===== config.mk =====
export PLATFORM = sky130hd
export DESIGN_NAME = spi_fwm_rxf_ctrl
export DESIGN_NICKNAME = d
export VERILOG_FILES = /design/src/rtl/spi_fwm_rxf_ctrl.sv
export SDC_FILE = /design/constraint.sdc
export NUM_CORES = 1
export LEC_CHECK = 0
export CORE_ASPECT_RATIO = 0.9
export CORE_MARGIN = 10
export CORE_UTILIZATION = 41
export DETAILED_ROUTE_END_ITERATION = 8
export HOLD_SLACK_MARGIN = 0.15
export PLACE_DENSITY = 0.66
export SLEW_MARGIN = 25
export SYNTH_ARGS = -nofsm -noshare
export SYNTH_HDL_FRONTEND = slang
export SYNTH_SLANG_ARGS = --single-unit
export TNS_END_PERCENT = 30

===== constraint.sdc =====
create_clock -name clk_i -period 6.23 [get_ports clk_i]
set_input_delay 0.9345 -clock clk_i [delete_from_list [all_inputs] [get_ports clk_i]]
set_output_delay 0.9345 -clock clk_i [all_outputs]
set_load 0.1 [all_outputs]

===== src/rtl/spi_fwm_rxf_ctrl.sv =====
// Firmware-mode RX buffer writer: packs popped RX bytes into 32-bit words and
// writes them into a circular DPSRAM region, exposing a byte-granular write pointer.
module spi_fwm_rxf_ctrl #(
  parameter int SramAw = 9,
  parameter int PtrW   = SramAw + 3
) (
  input  logic              clk_i,
  input  logic              rst_ni,
  input  logic              fifo_rvalid_i,
  output logic              fifo_rready_o,
  input  logic [7:0]        fifo_rdata_i,
  input  logic [SramAw-1:0] base_i,
  input  logic [SramAw-1:0] limit_i,
  input  logic [7:0]        timer_i,
  input  logic [PtrW-1:0]   rptr_i,
  output logic [PtrW-1:0]   wptr_o,
  output logic              full_o,
  output logic [PtrW-1:0]   depth_o,
  output logic              sram_req_o,
  input  logic              sram_gnt_i,
  output logic [SramAw-1:0] sram_addr_o,
  output logic [31:0]       sram_wdata_o,
  output logic [3:0]        sram_wmask_o
);

  localparam int OffW  = SramAw + 2;
  localparam int FillW = PtrW + 1;

  typedef enum logic [1:0] {
    StIdle,
    StPack,
    StWrite,
    StUpdate
  } state_e;

  state_e          state_q, state_d;
  logic [PtrW-1:0] wptr_q, wptr_d;
  logic [2:0]      cnt_q, cnt_d;
  logic [7:0]      timer_q, timer_d;
  logic [31:0]     wdata_p0, wdata_d;
  logic [3:0]      wmask_p0, wmask_d;

  logic [SramAw-1:0] span;
  logic [PtrW-1:0]   capacity;
  logic [OffW-1:0]   w_off, r_off;
  logic              phase_diff;
  logic [PtrW-1:0]   depth;
  logic [FillW-1:0]  fill;
  logic              pop;
  logic [1:0]        lane;

  // Advance the pointer by the bytes just written; the word count wraps to
  // offset 0 (toggling phase) only when the last region word is completed.
  function automatic logic [PtrW-1:0] ptr_advance(input logic [PtrW-1:0]   ptr,
                                                   input logic [2:0]        nbytes,
                                                   input logic [SramAw-1:0] last_word);
    logic [2:0] bsum;
    bsum = {1'b0, ptr[1:0]} + nbytes;
    if ((ptr[PtrW-2:2] == last_word) && (bsum == 3'd4)) begin
      return {~ptr[PtrW-1], {OffW{1'b0}}};
    end
    return {ptr[PtrW-1], ptr[OffW-1:0] + OffW'(nbytes)};
  endfunction

  assign span       = limit_i - base_i;
  assign capacity   = {1'b0, span, 2'b00} + PtrW'(4);
  assign w_off      = wptr_q[OffW-1:0];
  assign r_off      = rptr_i[OffW-1:0];
  assign phase_diff = wptr_q[PtrW-1] ^ rptr_i[PtrW-1];
  assign depth      = phase_diff ? (capacity - {1'b0, r_off - w_off})
                                 : {1'b0, w_off - r_off};
  assign fill       = {1'b0, depth} + FillW'(cnt_q);
  assign lane       = wptr_q[1:0] + cnt_q[1:0];
  assign pop        = fifo_rvalid_i
                    & ((state_q == StIdle) | (state_q == StPack))
                    & (fill < {1'b0, capacity});

  always_comb begin
    state_d = state_q;
    cnt_d   = cnt_q;
    timer_d = timer_q;
    wptr_d  = wptr_q;
    wdata_d = wdata_p0;
    wmask_d = wmask_p0;

    if (pop) begin
      wdata_d[{lane, 3'b000} +: 8] = fifo_rdata_i;
      wmask_d[lane]                = 1'b1;
    end

    unique case (state_q)
      StIdle: begin
        if (pop) begin
          cnt_d   = 3'd1;
          timer_d = 8'd0;
          state_d = (lane == 2'd3) ? StWrite : StPack;
        end
      end
      StPack: begin
        // A pop on the expiry cycle takes priority and restarts the idle timer.
        if (pop) begin
          cnt_d   = cnt_q + 3'd1;
          timer_d = 8'd0;
          if (lane == 2'd3) state_d = StWrite;
        end else begin
          timer_d = timer_q + 8'd1;
          if ((timer_i != 8'd0) && (timer_q == timer_i - 8'd1)) state_d = StWrite;
        end
      end
      StWrite: begin
        // Pointer commits on the grant edge so it is visible during StUpdate.
        if (sram_gnt_i) begin
          wptr_d  = ptr_advance(wptr_q, cnt_q, span);
          cnt_d   = 3'd0;
          timer_d = 8'd0;
          wmask_d = 4'h0;
          state_d = StUpdate;
        end
      end
      StUpdate: begin
        state_d = StIdle;
      end
      default: begin
        state_d = StIdle;
      end
    endcase
  end

  always_ff @(posedge clk_i or negedge rst_ni) begin
    if (!rst_ni) begin
      state_q  <= StIdle;
      wptr_q   <= '0;
      cnt_q    <= 3'd0;
      timer_q  <= 8'd0;
      wmask_p0 <= 4'h0;
    end else begin
      state_q  <= state_d;
      wptr_q   <= wptr_d;
      cnt_q    <= cnt_d;
      timer_q  <= timer_d;
      wmask_p0 <= wmask_d;
    end
  end

  always_ff @(posedge clk_i) begin
    wdata_p0 <= wdata_d;
  end

  // Bus outputs are only driven while a write is outstanding.
  assign sram_req_o    = (state_q == StWrite);
  assign sram_addr_o   = sram_req_o ? (base_i + wptr_q[PtrW-2:2]) : '0;
  assign sram_wdata_o  = sram_req_o ? wdata_p0 : 32'h0;
  assign sram_wmask_o  = sram_req_o ? wmask_p0 : 4'h0;
  assign fifo_rready_o = pop;
  assign wptr_o        = wptr_q;
  assign depth_o       = depth;
  assign full_o        = phase_diff & (w_off == r_off);

endmodule


=== Yosys cells after proc, flatten, opt, wreduce, memory -nomap -nowiden ===
Cells that the tools add are included.
W data, S select, Z words.

* Register bits after elaboration: 61
* Output and inout bits: 72
* Logic and storage cells: 87

* Add/sub/neg operators: 14
* Magnitude comparators: 3
* Equal/unequal tests: 13
* Shifts and indexed selects: 2
* Mux-type cells: 30
* Bitwise operators: 7
* Reductions and logical operators: 11

{| class="wikitable"
|+ Operators with widths
! kind !! count
|-
| $bwmux W32 || 1
|-
| $mux W32 || 1
|-
| $shift A8 B7 Y32 const A || 1
|-
| $shiftx A8 B7 Y32 || 1
|-
| $mux W12 || 2
|-
| $mux W8 || 3
|-
| $pmux W8 S3 || 1
|-
| $sub A11 B11 Y11 || 2
|-
| $mux W4 || 4
|-
| $add A12 B3 Y13 || 1
|-
| $lt A13 B12 Y1 || 1
|-
| $add A11 B3 Y12 const B || 1
|-
| $mux W2 || 6
|-
| $sub A12 B11 Y12 || 1
|-
| $add A11 B3 Y11 || 1
|-
| $eq A11 B11 Y1 || 1
|-
| $mux W11 || 1
|-
| $add A9 B9 Y9 || 1
|-
| $eq A9 B9 Y1 || 1
|-
| $mux W3 || 3
|-
| $mux W9 || 1
|-
| $pmux W3 S3 || 1
|-
| $sub A9 B9 Y9 || 1
|-
| $add A8 B1 Y8 const B || 1
|-
| 29 further kinds || 42
|}

=== Longest topological paths before layout ===
Gate-level depths: netlist (run 1).

* Word-level depth: 10
* Mapped depth: 27
* Gate-level depth less buffers: 27

=== Least setup slack after synthesis (run 1) ===
No wires, ideal clock.

* Path type: register to output
* From: register wptr_q[1], in the netlist wptr_o[1]
* To: output port fifo_rready_o
* Arrival time: 8254 ps
* Setup slack: -2959 ps
* Cell stages (with the launch flop): 23
* Path buffers: 1
* Cell sequence: dfrtp_1 inv_1 fa_1 xnor2_1 ha_1 xnor2_1 o21ai_0 ha_1 inv_1 o21bai_1 o2111ai_1 nor3_1 and2_1 o211ai_2 a21oi_1 nor2b_1 xor2_1 ha_1 nand4_1 o311a_1 o21ai_1 nor2_2 clkbuf_1

* Word-level cells in the longest chain between the ends: 6
* Elaborated cells on any way between the ends: 7
* Those cells by class: add/sub: 4; order compare: 1; mux: 1; bitwise: 1

{| class="wikitable"
|+ RTL lines
! element !! RTL line !! RTL
|-
| from (decl) || 37 || <nowiki>logic [PtrW-1:0] wptr_q, wptr_d;</nowiki>
|-
| from (signal assigned) || 138 || <nowiki>wptr_q <= wptr_d;</nowiki>
|-
| $sub A11 B11 Y11 || 70 || <nowiki>assign depth = phase_diff ? (capacity - {1'b0, r_off - w_off})</nowiki>
|-
| $sub A12 B11 Y12 || 70 ||
|-
| $mux W12 * || 70 ||
|-
| net depth_o[2] || 18 || <nowiki>output logic [PtrW-1:0] depth_o,</nowiki>
|-
| $add A12 B3 Y13 * || 72 || <nowiki>assign fill = {1'b0, depth} + FillW'(cnt_q);</nowiki>
|-
| $lt A13 B12 Y1 * || 76 || <nowiki>& (fill < {1'b0, capacity});</nowiki>
|-
| $and A1 B1 Y1 * || 76 ||
|-
| to (decl) || 10 || <nowiki>output logic fifo_rready_o,</nowiki>
|}

Mark *: on every way through the listed nets, which the timed path passes. The rest lies on a longest branch.

=== Worst setup path after layout (run 1) ===
* From: input port limit_i[0]
* To: output port fifo_rready_o

* Word-level cells in the longest chain between the ends: 7

{| class="wikitable"
|+ RTL lines
! element !! RTL line !! RTL
|-
| from (decl) || 13 || <nowiki>input logic [SramAw-1:0] limit_i,</nowiki>
|-
| $sub A9 B9 Y9 * || 65 || <nowiki>assign span = limit_i - base_i;</nowiki>
|-
| $add A11 B3 Y12 * || 66 || <nowiki>assign capacity = {1'b0, span, 2'b00} + PtrW'(4);</nowiki>
|-
| $sub A12 B11 Y12 || 70 ||
|-
| $mux W12 || 70 ||
|-
| $add A12 B3 Y13 || 72 ||
|-
| $lt A13 B12 Y1 * || 76 ||
|-
| $and A1 B1 Y1 * || 76 ||
|}

Every way passes the cells marked *; elsewhere a longest branch is shown, timed or not.

==> parameters.txt, run 1 <==
Parameter                              Value

Route
  Via count ... a little over 6000
  Post-detailed-route count of antenna-violating nets ... 0
  Detailed Routing Iterations Pass 1 ... 5
  Initial detailed-routing violation count ... 386
  Avg WL per Cell ... 16.7 um
  Via/cell ratio ... 5.17
  Post-route DRC violation count ... 0
  Final routed wirelength across all metal layers ... 20000 um

Worst setup path
  Sort of element at the start of the critical path ... input pin
  Crit path DAT ... around 5.5 ns
  FF-to-FF setup slack ... 0.71 ns
  Reg2Reg Capture Point ... cnt_q[0]
  Category of the most critical setup path ... input pin to primary output
  Required time at the worst-slack endpoint ... 5.30 ns
  Crit path max fanout ... 3
  Worst Setup End Kind ... primary output
  Cells on worst reg2reg path ... 25
  Crit Reg-Reg Startpoint ... wptr_o[1]

Placement
  Placer Congestion ... around 0.94
  Cell area after placement ... 8910 um^2
  Detailed placer's ending HPWL ... 16000 um
  Count of buffers from port buffering ... about 120

Power and ir drop
  Fraction of power spent switching nets ... 0.545
  Portion of total power attributed to the clock network ... 0.093
  Power density over the cells ... 536 nW/um^2
  Overall Power ... 0.00515 W
  Part of the total power dissipated in sequential elements ... 0.122
  Static Leak ... 4.35 nW
  Net switching power ... 0.00281 W
  Worst supply voltage drop on vdd ... ~640 uV
  Pint ... 0.00234 W
  Fraction of power consumed by combinational cells ... 0.785

Status
  Status ... finished, violations left
  Failing checks ... setup timing

Floorplan
  Die height ... 139 um
  Core Area ... approximately 15000 um^2
  # IOs ... 122
  Std-Cell Rows ... 43
  Chip width ... 153 um
  Full die area ... 21300 um^2
  Initial standard-cell utilization of the core ... 0.420

Synth
  Portion of synthesized cell area occupied by the leading cell type ... 0.148
  Number of flops mapped to enable cells by yosys ... 32
  Synthesis warning total ... 0
  Mux cell area share after synthesis ... 0.0160
  XOR/XNOR share of the synthesized area ... 0.113
  Syn_nets ... slightly below 900
  Mapped cell area ... between 6000 and 7000 um^2
  Adder and majority gate portion of the synthesized area ... 0.159
  Count of cell types in the netlist ... slightly below 80
  Top cell type by total area after synthesis ... edfxtp_1
  Post-synthesis sequential element count ... 61
  Sequential element share of the synthesized area ... 0.259
  Number of instances in the synthesized netlist ... 748
  Fraction of synthesis flops using an asynchronous set or reset pin ... 0.475
  Share of the synthesized area in compound gates (AO/OA/AOI/OAI) ... 0.179
  Synthesized area divided by synthesized cell count ... 8.69 um^2
  Cell types with the largest area share after synthesis ... edfxtp_1 15%, ha_1 14%, dfrtp_1 11%, and2_1 8.3%, xnor2_1 6.5%
  Main combinational cell family by area after synthesis ... simple AND/OR/NAND/NOR gates
  Most common flop cell mapped by yosys ... edfxtp_1
  Post-Synth Simple-Gate Area ... 0.223

Global routing
  Vias in the first global route ... roughly 6300
  GRT Residual Overflow ... 0
  All-Layer GR Usage ... 0.183
  Pin count of the biggest net entering global routing ... 52
  Number of antenna violations at the first check in global routing ... 0
  Global-route wire length before repair ... about 32000 um

Clocking
  Clock Sink Count ... 61
  Maximum count of clock buffers along a single path ... 2
  Clock slew seen by the registers of the worst setup and hold paths ... 0.05 ns
  TritonCTS Buffers ... 9
  Clock latency of the later-clocked register in the worst-skew pair ... around 0.34 ns
  # H-tree levels ... 3
  CTS root buffer ... clkbuf_16
  TritonCTS clock tree ... done

Final layout
  Multi-input gate area in the final layout ... 4890 um^2
  Number of diodes added for antenna fixing ... 0
  Nets ... 1123
  Layout Area Growth over Synthesis ... 47.9%
  Layout filler cell count ... 1367
  Area used by sequential logic in the layout ... approximately 1700 um^2
  Final instance area ... 9620 um^2
  Share of post-route cells with drive strength above 1 ... 0.265

STA
  Period minus WS final ... between 6 and 7 ns
  Setup skew after layout ... 0.00872 ns
  Period utilization ... 1.04
  Relative slew slack ... 0.322
  Number of max-slew violations in the final report ... 0
  Final hold violations ... 0
  Max Fclk ... 155 MHz
  Setup repair after global routing missed its margin ... yes
  Post-route setup slack ... -0.233 ns
  Tightest Pin Transition ... around 1 ns
  Final setup viols ... 1

Hold path
  Hold WC Path Type ... flip-flop to flip-flop
  Worst hold path cell count ... 2
  Worst Hold End ... wmask_p0[3]
  Critical hold path startpoint ... wmask_p0[3]

Job
  MaxCap Viol Count ... 0
==> sequential cells by signal (all words and copies together) (netlist names) <==
| signal | count |
|---|---|
| wdata_p0 | 32 |
| wptr_o | 12 |
| timer_q | 8 |
| wmask_p0 | 4 |
| cnt_q | 3 |
| state_q | 2 |
==> synthesized netlist by cell type (3+ instances only) <==
cell type / instances
and3_1: 5
o21ai_1: 3
xnor2_1: 48
nor2b_1: 7
o21bai_1: 7
ha_1: 74
o21ai_0: 25
a31oi_1: 5
nand2b_1: 4
a2bb2oi_1: 3
nor4_1: 4
o211ai_1: 4
o2111ai_1: 4
nor2_1: 46
mux2_2: 3
a211oi_1: 6
nand4_1: 7
mux2i_1: 7
nand2_1: 40
clkbuf_1: 15
dfrtp_1: 29
a21oi_1: 38
o22ai_1: 7
a22oi_1: 3
o21a_1: 6
nand3_1: 15
nor3_1: 18
a31o_2: 3
inv_1: 65
edfxtp_1: 32
xor2_1: 30
nor3b_1: 4
fa_1: 5
a211o_1: 5
a21o_1: 25
or2_2: 7
and2_1: 86
==> worst max-delay path, cell delays in order <==
cell and delay (ns):
buf_8 0.11, inv_12 0.04, ha_4 0.11, inv_2 0.03
fa_2 0.33, a211o_1 0.36, a21oi_2 0.16, o21bai_1 0.10
xor2_1 0.20, and4_4 0.30, xor2_4 0.19, ha_4 0.25
nand2_4 0.07, a221oi_2 0.04, a2111oi_2 0.34, xor2_1 0.28
nor2_1 0.09, a21oi_2 0.23, xnor2_1 0.12, ha_1 0.30
buf_4 0.10, nand4_1 0.11, o311a_1 0.40, o21ai_4 0.10
nor2_4 0.06, buf_12 0.16
==> cells in the final DEF (no fill, tap or decap), drive strengths merged, types with 31 or more instances in the layout <==
cell and count:
a21oi 40, and2 87, buf 152, clkdlybuf4s50 94
edfxtp 32, ha 74, inv 69, nand2 41
nor2 47, xnor2 50, xor2 31
==> metal layers <==
metal  GRT usage  vias to the layer above  wire, um
met4      0.0522                        0       384
met2       0.271                      188      8770
li1            -                     3108         -
met1       0.257                     2880      9510
met5           0                        -         0
met3      0.0437                       28      1350
==> worst max path at each step <==
| stage | from | to | cells past startpoint |
|---|---|---|---|
| 3_3_place_gp | limit_i[0] | fifo_rready_o | 24 |
| 5_1_grt | limit_i[0] | fifo_rready_o | 26 |
| 6_report | limit_i[0] | fifo_rready_o | 26 |
| 4_1_cts | limit_i[0] | fifo_rready_o | 26 |
| 2_1_floorplan | limit_i[0] | fifo_rready_o | 24 |
| 3_5_place_dp | limit_i[0] | fifo_rready_o | 25 |
==> final cells by class <==
class | instances | share of cell area
Clock buffer | 9 | 0.0234
Clock inverter | 7 | 0.00598
Inverter | 65 | 0.0267
Multi-Input combinational cell | 601 | 0.508
Sequential cell | 61 | 0.176
Tap cell | 202 | 0.0263
Timing Repair Buffer | 256 | 0.234
==> kinds of logic after synthesis <==
family / after synthesis
AOI/OAI and AO/OA: 168
adders and majority gates: 80
buffers and inverters: 86
and+or+nand+nor: 262
xor gates and xnor gates: 81
DFF: 61
muxes: 10
==> metrics by stage <==
stage / setup slack, ns / util / hold slack (ns) / instances / setup TNS [ns]
2_1_floorplan: -0.665 / - / 0.455 / 748 / -10.38
3_3_place_gp: -0.671 / 0.575 / 0.475 / 1168 / -17.00
3_5_place_dp: -0.821 / 0.575 / 0.485 / 1168 / -24.22
4_1_cts: -0.152 / 0.608 / 0.498 / 1198 / -0.152
5_1_grt: -0.513 / 0.621 / 0.519 / 1201 / -0.513
6_report: -0.233 / 0.621 / 0.497 / 1201 / -0.233
==> power groups by stage <==
| stage | clock network [W] | registers, W | logic, W |
|---|---|---|---|
| floorplan | 0 | 0.000716 | 0.00257 |
| global placement | 0 | 0.000631 | 0.00381 |
| detailed placement | 0 | 0.000634 | 0.00384 |
| CTS | 0.000488 | 0.000627 | 0.00397 |
| global route | 0.000503 | 0.000641 | 0.00436 |
| finish | 0.000480 | 0.000628 | 0.00405 |
==> timing repair <==
item / in CTS / in global routing
hold buffers: 0 / 0
setup endpoints to repair: 41 / 37
pin swaps: 32 / 35
cloned: 0 / 0
setup buffers: 14 / 3
resized for setup: 60 / 31
Note: power is estimated with default switching activity, not from simulation.
==> run 2: changes to the inputs <==
--- a/config.mk
+++ b/config.mk
@@ -8,9 +8,11 @@
 export CORE_ASPECT_RATIO = 0.9
 export CORE_MARGIN = 10
 export CORE_UTILIZATION = 41
+export CTS_BUF_LIST = sky130_fd_sc_hd__clkbuf_4 sky130_fd_sc_hd__clkbuf_8
 export DETAILED_ROUTE_END_ITERATION = 8
 export HOLD_SLACK_MARGIN = 0.15
 export PLACE_DENSITY = 0.66
+export SKIP_LAST_GASP = 1
 export SLEW_MARGIN = 25
 export SYNTH_ARGS = -nofsm -noshare
 export SYNTH_HDL_FRONTEND = slang
==> parameters.txt, run 2 (synthesis results as in run 1) <==
Parameter                              Value

Status
  Status ... finished, violations left
  Failing checks ... setup timing

Power and ir drop
  Net switching power ... 0.00279 W (-0.74%)
  Pint ... 0.00221 W (-5.6%)
  Part of the total power dissipated in sequential elements ... 0.125 (+0.003)
  Fraction of power consumed by combinational cells ... 0.806 (+0.021)
  Worst supply voltage drop on vdd ... 624 uV (-1.8%)
  Power density over the cells ... 528 nW/um^2 (-1.5%)
  Portion of total power attributed to the clock network ... 0.069 (-0.024)
  Static Leak ... 4.29 nW (-1.3%)
  Fraction of power spent switching nets ... 0.558 (+0.0124)

Final layout
  Finished Layout Cells ... 1203 (+0.17%)
  Most common cell after layout, fill and taps aside ... buf_4
  Share of post-route cells with drive strength above 1 ... 0.260 (-0.00553)
  Number of diodes added for antenna fixing ... 0 (unchanged)
  Final Core Density ... 0.612 (-0.00929)
  Commonest cells after routing, fill and taps aside ... 145 x buf_4, 94 x clkdlybuf4s50_1, 82 x and2_1
  Largest reg by FF count ... wdata_p0
  Nets ... 1125 (+0.18%)
  Max FFs per register ... 32 (unchanged)
  Layout Area Growth over Synthesis ... 45.7%

Route
  Via count ... 6188 (-0.26%)
  Initial detailed-routing violation count ... 372 (-3.6%)
  Post-detailed-route count of antenna-violating nets ... 0 (unchanged)
  Via/cell ratio ... 5.14 (-0.42%)
  Detailed Routing Iterations Pass 1 ... 5 (unchanged)
  Post-route DRC violation count ... 0 (unchanged)
  Final routed wirelength across all metal layers ... 19900 um (-0.50%)
  Avg WL per Cell ... 16.6 um (-0.66%)

Clocking
  Quantity of hold-fixing buffers added after cts ... 0 (unchanged)
  Maximum count of clock buffers along a single path ... 2 (unchanged)
  TritonCTS clock tree ... done
  # H-tree levels ... 3 (unchanged)
  Clock latency of the later-clocked register in the worst-skew pair ... 0.37 ns (+0.03 ns)
  Clock Sink Count ... 61 (unchanged)
  Clock slew seen by the registers of the worst setup and hold paths ... 0.07 ns (+0.02 ns)
  CTS root buffer ... clkbuf_8
  TritonCTS Buffers ... 9 (unchanged)

STA
  Final setup viols ... 1 (unchanged)
  Relative slew slack ... 0.323 (+0.000889)
  Number of max-slew violations in the final report ... 0 (unchanged)
  Setup repair after global routing missed its margin ... yes
  Final hold violations ... 0 (unchanged)
  Setup skew after layout ... 0.0107 ns (+0.00200 ns)
  Sum Neg Setup Slack ... -0.259 ns (-0.0259 ns)
  Min Hold Slack ... 0.496 ns (-0.00141 ns)
  Post-route setup slack ... -0.259 ns (-0.0259 ns)
  Period minus WS final ... 6.49 ns (+0.0259 ns)
  Tightest Pin Transition ... 1.01 ns (-0.00133 ns)
  Period utilization ... 1.04 (+0.00415)
  Max Fclk ... 154 MHz (-0.40%)

Global routing
  All-Layer GR Usage ... 0.184 (+0.00103)
  Pin count of the biggest net entering global routing ... 52 (unchanged)
  Number of antenna violations at the first check in global routing ... 0 (unchanged)
  GRT Residual Overflow ... 0 (unchanged)
  Vias in the first global route ... 6325 (-0.25%)
  Global-route wire length before repair ... 32400 um (about the same)

Worst setup path
  Crit path buffers/inverters ... 6 (+1)
  Highest cell delay on the worst timing path ... 0.41 ns (about the same)
  Crit path max fanout ... 3 (unchanged)
  Required time at the worst-slack endpoint ... 5.30 ns (about the same)
  Sort of element at the start of the critical path ... input pin
  Crit-path slowest cell ... o311a_1
  Worst Setup End Kind ... primary output
  Critical path launch point ... limit_i[0]
  Largest delay contributor family on the critical path ... compound AO/OA/AOI/OAI gates
  Crit path DAT ... 5.55 ns (+0.02 ns)
  FF-to-FF setup slack ... 0.65 ns (-0.06 ns)
  Category of the most critical setup path ... input pin to primary output
  Crit Reg-Reg Startpoint ... wptr_o[1]
  Dominant cell type by count on the critical path ... nor2_4

Placement
  Count of buffers from port buffering ... 121 (unchanged)
  Detailed placer's ending HPWL ... 16000 um (unchanged)
  Setup slack at placement ... -0.821 ns (unchanged)
  Dpl cells ... 1168 (unchanged)
  Placer Congestion ... 0.943 (unchanged)

Hold path
  Critical hold path startpoint ... wmask_p0[3]
  Hold WC Path Type ... flip-flop to flip-flop

Floorplan
  Full die area ... 21300 um^2 (unchanged)
  # IOs ... 122 (unchanged)
  Core Area ... 15500 um^2 (unchanged)
  Chip width ... 153 um (unchanged)
  Std-Cell Rows ... 43 (unchanged)
  Initial standard-cell utilization of the core ... 0.420 (unchanged)
  Die height ... 139 um (unchanged)

Job
  MaxCap Viol Count ... 0 (unchanged)
[run 2: final timing paths]
check | depth (start not counted) | end
max | 26 | fifo_rready_o
min | 2 | wmask_p0[3]
max reg2reg | 25 | cnt_q[0]
min reg2reg | 2 | wmask_p0[3]
max in group asynchronous | 2 | wptr_o[1]
min in group asynchronous | 2 | timer_q[6]
[run 2: power groups by stage]
stage | combinational [W] | clock [W] | sequential, W
3_3_place_gp | 0.00381 | 0 | 0.000631
6_report | 0.00403 | 0.000344 | 0.000626
4_1_cts | 0.00397 | 0.000351 | 0.000626
5_1_grt | 0.00434 | 0.000367 | 0.000639
2_1_floorplan | 0.00257 | 0 | 0.000716
3_5_place_dp | 0.00384 | 0 | 0.000634
[run 2: worst register-to-register path: cells and delay by family (launching register included)]
family | cells | cell delay (ns)
flip-flops | 1 | 0.48
AND/OR/NAND/NOR | 4 | 0.43
multiplexers | 1 | 0.36
AO/OA/AOI/OAI | 11 | 2.22
adder cells (fa/ha/maj) | 3 | 0.94
XOR/XNOR | 3 | 0.61
buffers and inverters | 3 | 0.42
[run 2: cell type report]
type	count	area [um^2]
clock buffers	9	124
clock inverters	7	57.6
fillers	1390	6020
inverters	65	256
multi-input cells	601	4830
flip-flops and latches	61	1690
well taps	202	253
repair buffers	258	2270
[run 2: stage by stage]
| step | total power [W] | cell area, um^2 |
|---|---|---|
| 3_5_place_dp | 0.00447 | 8910 |
| 5_1_grt | 0.00535 | 9480 |
| 4_1_cts | 0.00494 | 9320 |
| 3_3_place_gp | 0.00444 | 8910 |
| 2_1_floorplan | 0.00329 | 6630 |
| 6_report | 0.00500 | 9480 |
[run 2: routing by layer]
metal  track usage  wire, um
met1         0.257      9590
met2         0.272      8620
met3        0.0425      1290
met4        0.0607       422
met5             0         0
[run 2: repair_timing]
item / in CTS / in global routing
resized for setup: 60 / 20
pin swaps: 32 / 31
buffers inserted: 14 / 5
endpoints found under the setup margin: 41 / 17
